`src/rtl/weight_stream_reader.sv`:
```
// Read-side controller for the 16x8 weight buffer SRAM: issues address sequences with
// wrap and repeated passes, and streams the signed weights out through a 2-entry FIFO.
module weight_stream_reader #(
    parameter int ADDR_W = 4,
    parameter int DATA_W = 8
) (
    input  logic                     clk,
    input  logic                     reset_n,
    input  logic                     start,
    input  logic [ADDR_W-1:0]        base_addr,
    input  logic [ADDR_W:0]          length,
    input  logic [3:0]               rep,
    output logic                     sram_csb,
    output logic                     sram_web,
    output logic                     sram_oeb,
    output logic [ADDR_W-1:0]        sram_addr,
    input  logic signed [DATA_W-1:0] sram_rdata,
    output logic                     w_valid,
    input  logic                     w_ready,
    output logic signed [DATA_W-1:0] w_data,
    output logic                     w_last,
    output logic                     busy,
    output logic                     done
);

    typedef enum logic [1:0] {
        S_IDLE,
        S_ISSUE,
        S_DRAIN,
        S_FINISH
    } state_t;

    state_t state_q, state_d;

    logic [ADDR_W-1:0] base_q;
    logic [ADDR_W:0]   len_q;
    logic [ADDR_W-1:0] cur_addr_q;
    logic [ADDR_W:0]   pass_pos_q;
    logic [8:0]        words_left_q;
    logic [8:0]        total_words;
    logic [ADDR_W:0]   len_m1;

    logic inflight_q;
    logic inflight_last_q;

    logic signed [DATA_W-1:0] fifo_data [2];
    logic                     fifo_last [2];
    logic                     rd_ptr_q;
    logic                     wr_ptr_q;
    logic [1:0]               fifo_count_q;

    logic       start_accept;
    logic       push;
    logic       pop;
    logic [2:0] occupancy;
    logic       issue;
    logic       final_read;

    assign start_accept = (state_q == S_IDLE) && start;
    assign total_words  = 9'(length) * (9'(rep) + 9'd1);
    assign len_m1       = len_q - {{ADDR_W{1'b0}}, 1'b1};
    assign final_read   = (words_left_q == 9'd1);

    assign push      = inflight_q;
    assign pop       = w_valid && w_ready;
    assign occupancy = {1'b0, fifo_count_q} + {2'b00, inflight_q};

    // A word popped this cycle frees its slot in time for a read issued now.
    assign issue = (state_q == S_ISSUE) &&
                   ((occupancy < 3'd2) || ((occupancy == 3'd2) && pop));

    // NOTE: sequential state is updated with non-blocking assignments so every
    // register samples pre-edge values regardless of process ordering.
    always_ff @(posedge clk or negedge reset_n) begin
        if (!reset_n) begin
            state_q <= S_IDLE;
        end else begin
            state_q <= state_d;
        end
    end

    // NOTE: every output of this block gets a default first, so no path leaves
    // a signal unassigned and no latch is inferred.
    always_comb begin
        state_d = state_q;
        unique case (state_q)
            S_IDLE: begin
                if (start) begin
                    state_d = (length == '0) ? S_FINISH : S_ISSUE;
                end
            end
            S_ISSUE: begin
                if (issue && final_read) begin
                    state_d = S_DRAIN;
                end
            end
            S_DRAIN: begin
                if (pop && w_last) begin
                    state_d = S_FINISH;
                end
            end
            S_FINISH: begin
                state_d = S_IDLE;
            end
            default: state_d = S_IDLE;
        endcase
    end

    // Address walk: advances per issued read, reloading base_q at the end of each pass.
    always_ff @(posedge clk or negedge reset_n) begin
        if (!reset_n) begin
            base_q          <= '0;
            len_q           <= '0;
            cur_addr_q      <= '0;
            pass_pos_q      <= '0;
            words_left_q    <= '0;
            inflight_q      <= 1'b0;
            inflight_last_q <= 1'b0;
        end else begin
            inflight_q      <= issue;
            inflight_last_q <= issue && final_read;
            if (start_accept) begin
                base_q       <= base_addr;
                len_q        <= length;
                cur_addr_q   <= base_addr;
                pass_pos_q   <= '0;
                words_left_q <= total_words;
            end else if (issue) begin
                words_left_q <= words_left_q - 9'd1;
                if (pass_pos_q == len_m1) begin
                    pass_pos_q <= '0;
                    cur_addr_q <= base_q;
                end else begin
                    pass_pos_q <= pass_pos_q + {{ADDR_W{1'b0}}, 1'b1};
                    cur_addr_q <= cur_addr_q + {{(ADDR_W-1){1'b0}}, 1'b1};
                end
            end
        end
    end

    // NOTE: the two FIFO slots are reset as well; they are tiny, and clearing them
    // keeps w_data/w_last deterministic after an aborted command.
    always_ff @(posedge clk or negedge reset_n) begin
        if (!reset_n) begin
            for (int i = 0; i < 2; i++) begin
                fifo_data[i] <= '0;
                fifo_last[i] <= 1'b0;
            end
            rd_ptr_q     <= 1'b0;
            wr_ptr_q     <= 1'b0;
            fifo_count_q <= '0;
        end else begin
            if (push) begin
                fifo_data[wr_ptr_q] <= sram_rdata;
                fifo_last[wr_ptr_q] <= inflight_last_q;
                wr_ptr_q            <= ~wr_ptr_q;
            end
            if (pop) begin
                rd_ptr_q <= ~rd_ptr_q;
            end
            unique case ({push, pop})
                2'b10:   fifo_count_q <= fifo_count_q + 2'd1;
                2'b01:   fifo_count_q <= fifo_count_q - 2'd1;
                default: fifo_count_q <= fifo_count_q;
            endcase
        end
    end

    assign sram_csb  = ~issue;
    assign sram_web  = 1'b1;
    assign sram_oeb  = 1'b0;
    assign sram_addr = cur_addr_q;

    assign w_valid = (fifo_count_q != 2'd0);
    assign w_data  = w_valid ? fifo_data[rd_ptr_q] : '0;
    assign w_last  = w_valid && fifo_last[rd_ptr_q];

    assign busy = (state_q == S_ISSUE) || (state_q == S_DRAIN);
    assign done = (state_q == S_FINISH);

endmodule
```
`config.mk`:
```
export PLATFORM = sky130hd
export DESIGN_NAME = weight_stream_reader
export DESIGN_NICKNAME = d
export VERILOG_FILES = /design/src/rtl/weight_stream_reader.sv
export SDC_FILE = /design/constraint.sdc
export NUM_CORES = 1
export LEC_CHECK = 0
export CAP_MARGIN = 20
export CELL_PAD_IN_SITES_DETAIL_PLACEMENT = 1
export CELL_PAD_IN_SITES_GLOBAL_PLACEMENT = 1
export CORE_MARGIN = 5
export CORE_UTILIZATION = 47
export CTS_CLUSTER_DIAMETER = 200
export DETAILED_ROUTE_END_ITERATION = 8
export HOLD_SLACK_MARGIN = 0.03
export PLACE_DENSITY = 0.82
export SETUP_SLACK_MARGIN = 0.4
export SYNTH_ARGS = -nofsm -noshare
export SYNTH_HDL_FRONTEND = slang
export SYNTH_SLANG_ARGS = --single-unit
```
`constraint.sdc`:
```
create_clock -name clk -period 3.35 [get_ports clk]
set_clock_uncertainty 0.15 [all_clocks]
set_input_delay 0.335 -clock clk [delete_from_list [all_inputs] [get_ports clk]]
set_output_delay 0.335 -clock clk [all_outputs]
set_load 0.005 [all_outputs]
```
Yosys cells after proc, flatten, opt, wreduce, memory -nomap -nowiden
Cells that the tools add are included.
{"block": "classes", "n_addsub": 8, "n_mul": 1, "order_cmp": 4, "n_eq_ne": 11, "n_mux": 27, "bitwise": 5, "n_reduce_logical": 16}
{"op": "8-bit 2-to-1 mux", "count": 5}
{"op": "9-bit 2-to-1 mux", "count": 2}
{"op": "16-bit bitwise mux", "count": 1}
{"op": "5-bit 2-to-1 mux", "count": 3}
{"op": "4-bit 2-to-1 mux", "count": 3}
{"op": "9-bit by 1-bit equality test with 1-bit output (second input constant)", "count": 1}
{"op": "5-bit by 5-bit multiplier with 9-bit output", "count": 1}
{"op": "9-bit by 1-bit subtractor with 9-bit output (second input constant)", "count": 1}
{"op": "8-bit demux with 1-bit select", "count": 1}
{"op": "1-bit logical AND", "count": 8}
{"op": "2-bit 2-to-1 mux", "count": 4}
{"op": "2-bit one-hot mux with 4 select lines", "count": 1}
{"op": "2-bit equality test (second input constant)", "count": 3}
{"op": "2-bit != test (second input constant)", "count": 3}
{"op": "2-bit nonzero test", "count": 3}
{"op": "4-bit by 1-bit adder with 5-bit output (second input constant)", "count": 1}
{"op": "5-bit by 1-bit adder with 5-bit output (second input constant)", "count": 1}
{"op": "5-bit equality test", "count": 1}
{"op": "5-bit logical NOT", "count": 1}
{"op": "5-bit by 1-bit subtractor with 5-bit output (second input constant)", "count": 1}
{"op": "4-bit by 1-bit adder with 4-bit output (second input constant)", "count": 1}
{"op": "2-bit by 1-bit equality test with 1-bit output (second input constant)", "count": 2}
{"op": "2-bit >= comparator (second input constant)", "count": 2}
{"op": "1-bit 2-to-1 mux", "count": 4}
{"op": "14 further kinds", "count": 18}
{"block": "word_totals", "reg_bits": 53, "input_bits": 25}

Logic depth before layout (Yosys ltp)
{"block": "depth", "depth_word": 8, "ltp_mapped": 15}

Least setup slack after synthesis
Ideal clock, no wire load.
{"block": "synth_path", "kind": "input-to-reg", "start": "input port rep[0]", "end": "register words_left_q[8]", "setup_ns": 0.083, "arrival_ns": 3.501, "slack_ns": -0.383, "path_stages": 14, "cell_sequence": "ha_1 > xor2_1 > nand2_1 > fa_1 > fa_1 > fa_1 > inv_1 > ha_1 > nor2b_1 > o31a_1 > o22ai_1 > xnor2_1 > nand2_1 > o21ai_0"}
{"block": "synth_between", "elab_chain_len": 3}
{"item": "start: declaration", "line": "12", "source": "input logic [3:0] rep,"}
{"item": "4-bit by 1-bit adder with 5-bit output", "line": "60", "source": "assign total_words = 9'(length) * (9'(rep) + 9'd1);"}
{"item": "5-bit by 5-bit multiplier with 9-bit output", "line": "60"}
{"item": "9-bit 2-to-1 mux", "line": "122", "source": "if (start_accept) begin"}
{"item": "end signal: assignment", "line": "127", "source": "words_left_q <= total_words;"}
{"item": "end signal: assignment", "line": "129", "source": "words_left_q <= words_left_q - 9'd1;"}
{"item": "end: declaration", "line": "39", "source": "logic [8:0] words_left_q;"}
No other way between the ends.
A chain may end at the register's enable or synchronous reset.

Worst setup path after layout
{"block": "layout_path", "start": "input port rep[1]", "end": "register words_left_q[8]"}
Same word-level chain as after synthesis.

==> flow_summary_export.csv <==
group,metric,value,unit
cts,cts.sinks,53,
min_path,min_path_type,"input port to register",
logic_synthesis,ys.flop_type,"dfrtp_1",
cts,numCtsBuffers,5,
place,post-place-ws,-0.8751,ns
route,drtAntennaViolNets,0,
setup_path,path_cells,"buf_8 -> ha_4 -> buf_6 -> and3_4 -> nand2_4 -> fa_1 -> fa_1 -> fa_1 -> inv_2 -> ha_4 -> nor2b_4 -> o31a_1 -> o22ai_2 -> xnor2_1 -> nand2_1 -> o21ai_1",
cts,clkTransAtPathRegs,0.10,ns
logic_synthesis,synthXorXnorAreaFrac,0.06393,
job,max-cap-violations,0,
cells_and_area,fin_cells,534,
setup_path,crit_path_start_kind,"input port",
logic_synthesis,ys_ff_latch,53,
die,core,0.007331,mm²
timing,slew_headroom,0.4743,
logic_synthesis,synthSimpleGateAreaFrac,0.1560,
setup_path,cp_slowest_cell,"fa_1",
route,vias_per_cell,5.526,
global_routing,grt_max_degree,31,
cells_and_area,n_fill_cell,809,
pwr,power_density,794.7,mW/mm²
timing,tightest_slew,0.7856,ns
timing,max_clock_freq,294.3,MHz
setup_path,arrival,3.48,ns
die,die_w,97.06,µm
timing,rsz0062_at_grt,"true",
place,place_congestion,0.8318,
cells_and_area,drive_gt1_frac,0.2115,
setup_path,crit_path_max_incr_delay,0.52,ns
logic_synthesis,netlist_top_cells_count,"dfrtp_1, nand2_1, ha_1, inv_1, nor2_1",
cts,cts_max_level,2,
logic_synthesis,seq_area_frac_synth,0.3723,
pwr,power,0.003639,W
timing,hold_viol,0,
route,vias,2951,
logic_synthesis,muxShareOfSynthArea,0.08781,
status,failed_checks,"setup timing",
route,firstDrtPassIters,4,
place,io_buffers,41,
route,drc,0,
pwr,p_leak,2.088,nW
die,rows,31,
route,wire_per_inst,18.10,µm
cells_and_area,fin_nets,499,
pwr,ir_drop,0.4852,mV
route,drt_iter0_markers,81,
setup_path,cpMostUsedCell,"fa_1",
logic_synthesis,synth_most_common_cell,"dfrtp_1",
die,io_pins,44,
logic_synthesis,synth_adder_area_share,0.1574,
logic_synthesis,synthesis.nets,432,
cts,tritoncts,"built",
logic_synthesis,synthDistinctLibCells,53,
global_routing,grt_pass1_vias,3255,
timing,min_period,3.397,ns
logic_synthesis,synth_top_area_frac,0.3723,
logic_synthesis,netlist_area,0.003562,mm²
die,start_util,0.4859,
global_routing,grt_pass1_wl,16180,µm
cts,clk_latency,0.31,ns
timing,fin_crit_sh,1.014,
place,placedCellCount,520,
cells_and_area,n_antenna_cell,0,
setup_path,r2r_slack,0.83,ns
logic_synthesis,synth_edf_count,0,
global_routing,grt.total_usage,0.2080,
logic_synthesis,synthTopCellsByArea,"dfrtp_1, ha_1, mux2_2, xnor2_1, nand2_1",
setup_path,cp.required,3.44,ns
cts,clock_path_buffers,2,
logic_synthesis,synth-compound-area-share,0.1149,
place,hpwl,7017,µm
setup_path,path_class,"input port to register",
route,totalWireLength,9665,µm
setup_path,reg2reg_depth,10,
timing,setup_viol,1,
logic_synthesis,ys_warn_count,0,
logic_synthesis,syn_inst,367,
min_path,min_path_cells,4,
die,die_h,97.06,µm
timing,whs,0.3333,ns
status,outcome,"finished, violations left",
setup_path,end_kind,"register",
cts,cts.root.buffer_cell,"clkbuf_8",
logic_synthesis,synth_top_family_by_area,"adder cells",
logic_synthesis,syn_avg_cell_area,9.706,µm²
logic_synthesis,yosysTopAreaCell,"dfrtp_1",
logic_synthesis,synth-async-reset-ratio,1.000,
timing,maxSlewViolCount,0,
die,die-area,0.009420,mm²
cells_and_area,area_delta_synth_final,28.56,%
global_routing,grt_overflow,0,
global_routing,antenna_found_initial,0,
setup_path,crit_fanout,3,
timing,setup_ws,-0.04736,ns
[what timing repair did]
item / CTS / global route
hold endpoints to repair: 28 / 0
buffers inserted: 3 / 2
resized for setup: 31 / 20
cloned: 0 / 0
pin swaps: 17 / 14
hold buffers: 1 / 0
endpoints found under the setup margin: 7 / 7
[through the flow]
step / cell area (µm²) / setup TNS [ns] / util
6_report: 4579 / -0.04736 / 0.6247
3_3_place_gp: 4282 / -3.415 / 0.5841
5_1_grt: 4579 / -0.2279 / 0.6247
2_1_floorplan: 3626 / -0.1625 / -
3_5_place_dp: 4282 / -3.806 / 0.5841
4_1_cts: 4479 / -0.1052 / 0.6110
[report_power, final]
| group | leakage [nW] | switching, W | internal (W) |
|---|---|---|---|
| clock network | 0.0585 | 0.000221 | 0.000224 |
| registers | 0.655 | 0.000273 | 0.000924 |
| logic | 1.37 | 0.000987 | 0.00101 |
[state kept, by name, summed over array words and instances, names as in the netlist]
signal / count
sram_addr: 4
state_q: 2
wr_ptr_q: 1
pass_pos_q: 5
inflight_last_q: 1
fifo_count_q: 2
base_q: 4
rd_ptr_q: 1
len_q: 5
inflight_q: 1
words_left_q: 9
fifo_last: 2
fifo_data: 16
[metal layers]
metal / vias to the layer above / track usage / wire length (µm)
met5: - / 0 / 0
met4: 0 / 0.03672 / 108
met3: 12 / 0.04092 / 329
met2: 57 / 0.4034 / 5401
met1: 1495 / 0.2357 / 3825
li1: 1387 / - / -
[cell type report]
type	instances	area, µm²	share of cell area
multi-input combinational	274	2268	0.4954
sequential	53	1326	0.2896
clock inverter	3	43.79	0.009563
timing repair buffer	71	639.4	0.1396
inverter	29	108.9	0.02377
tap	99	123.9	0.02705
clock buffer	5	68.82	0.01503
[final timing paths]
kind | to | startpoint
worst max-delay path | words_left_q[8]$_DFFE_PN0P_ | rep[1]
worst min-delay path | len_q[0]$_DFFE_PN0P_ | length[0]
worst max register to register | words_left_q[6]$_DFFE_PN0P_ | fifo_count_q[0]$_DFFE_PN0P_
worst min register to register | base_q[2]$_DFFE_PN0P_ | base_q[2]$_DFFE_PN0P_
max in group asynchronous | sram_addr[2]$_DFFE_PN0P_ | reset_n
min in group asynchronous | fifo_data[12]$_DFFE_PN0P_ | reset_n
[worst max-delay path: cells and delay by family]
family / cells / cell delay, ns
AOI/OAI and AO/OA: 3 / 0.51
and+or+nand+nor: 4 / 0.42
xor gates and xnor gates: 1 / 0.13
adders and majority gates: 5 / 1.84
buffers and inverters: 3 / 0.22
[cells in the final DEF, fill, tap and decap left out, drive strengths merged, types with 2 or more instances in the layout]
master / synthesis / routed
dlygate4sd2: 0 / 2
o22ai: 2 / 2
nand3: 8 / 8
inv: 29 / 30
buf: 6 / 33
nand3b: 2 / 2
nor3: 6 / 6
mux2i: 11 / 11
nor2: 24 / 24
a31oi: 4 / 4
mux2: 18 / 18
a21boi: 2 / 2
nand2b: 2 / 2
conb: 2 / 2
ha: 32 / 32
nand4: 2 / 2
xor2: 6 / 6
o41ai: 2 / 2
or4: 2 / 2
and2: 14 / 14
a21oi: 9 / 9
clkdlybuf4s50: 0 / 33
and3: 3 / 3
clkbuf: 5 / 6
xnor2: 20 / 20
fa: 8 / 8
o2111ai: 2 / 2
or3: 2 / 2
nor4: 3 / 3
nand2: 43 / 43
dfrtp: 53 / 53
a211oi: 2 / 2
nor2b: 5 / 5
o21ai: 24 / 24
[cells by family (layout without fill, tap and decap cells)]
| family | after synthesis | in the layout |
|---|---|---|
| buf+inv | 40 | 108 |
| mux | 29 | 29 |
| simple gates | 117 | 117 |
| xor+xnor | 26 | 26 |
| other cells | 2 | 2 |
| flops | 53 | 53 |
| fa+ha+maj | 40 | 40 |
| compound gates | 60 | 60 |
No activity file was read; power rests on OpenSTA's default activity.
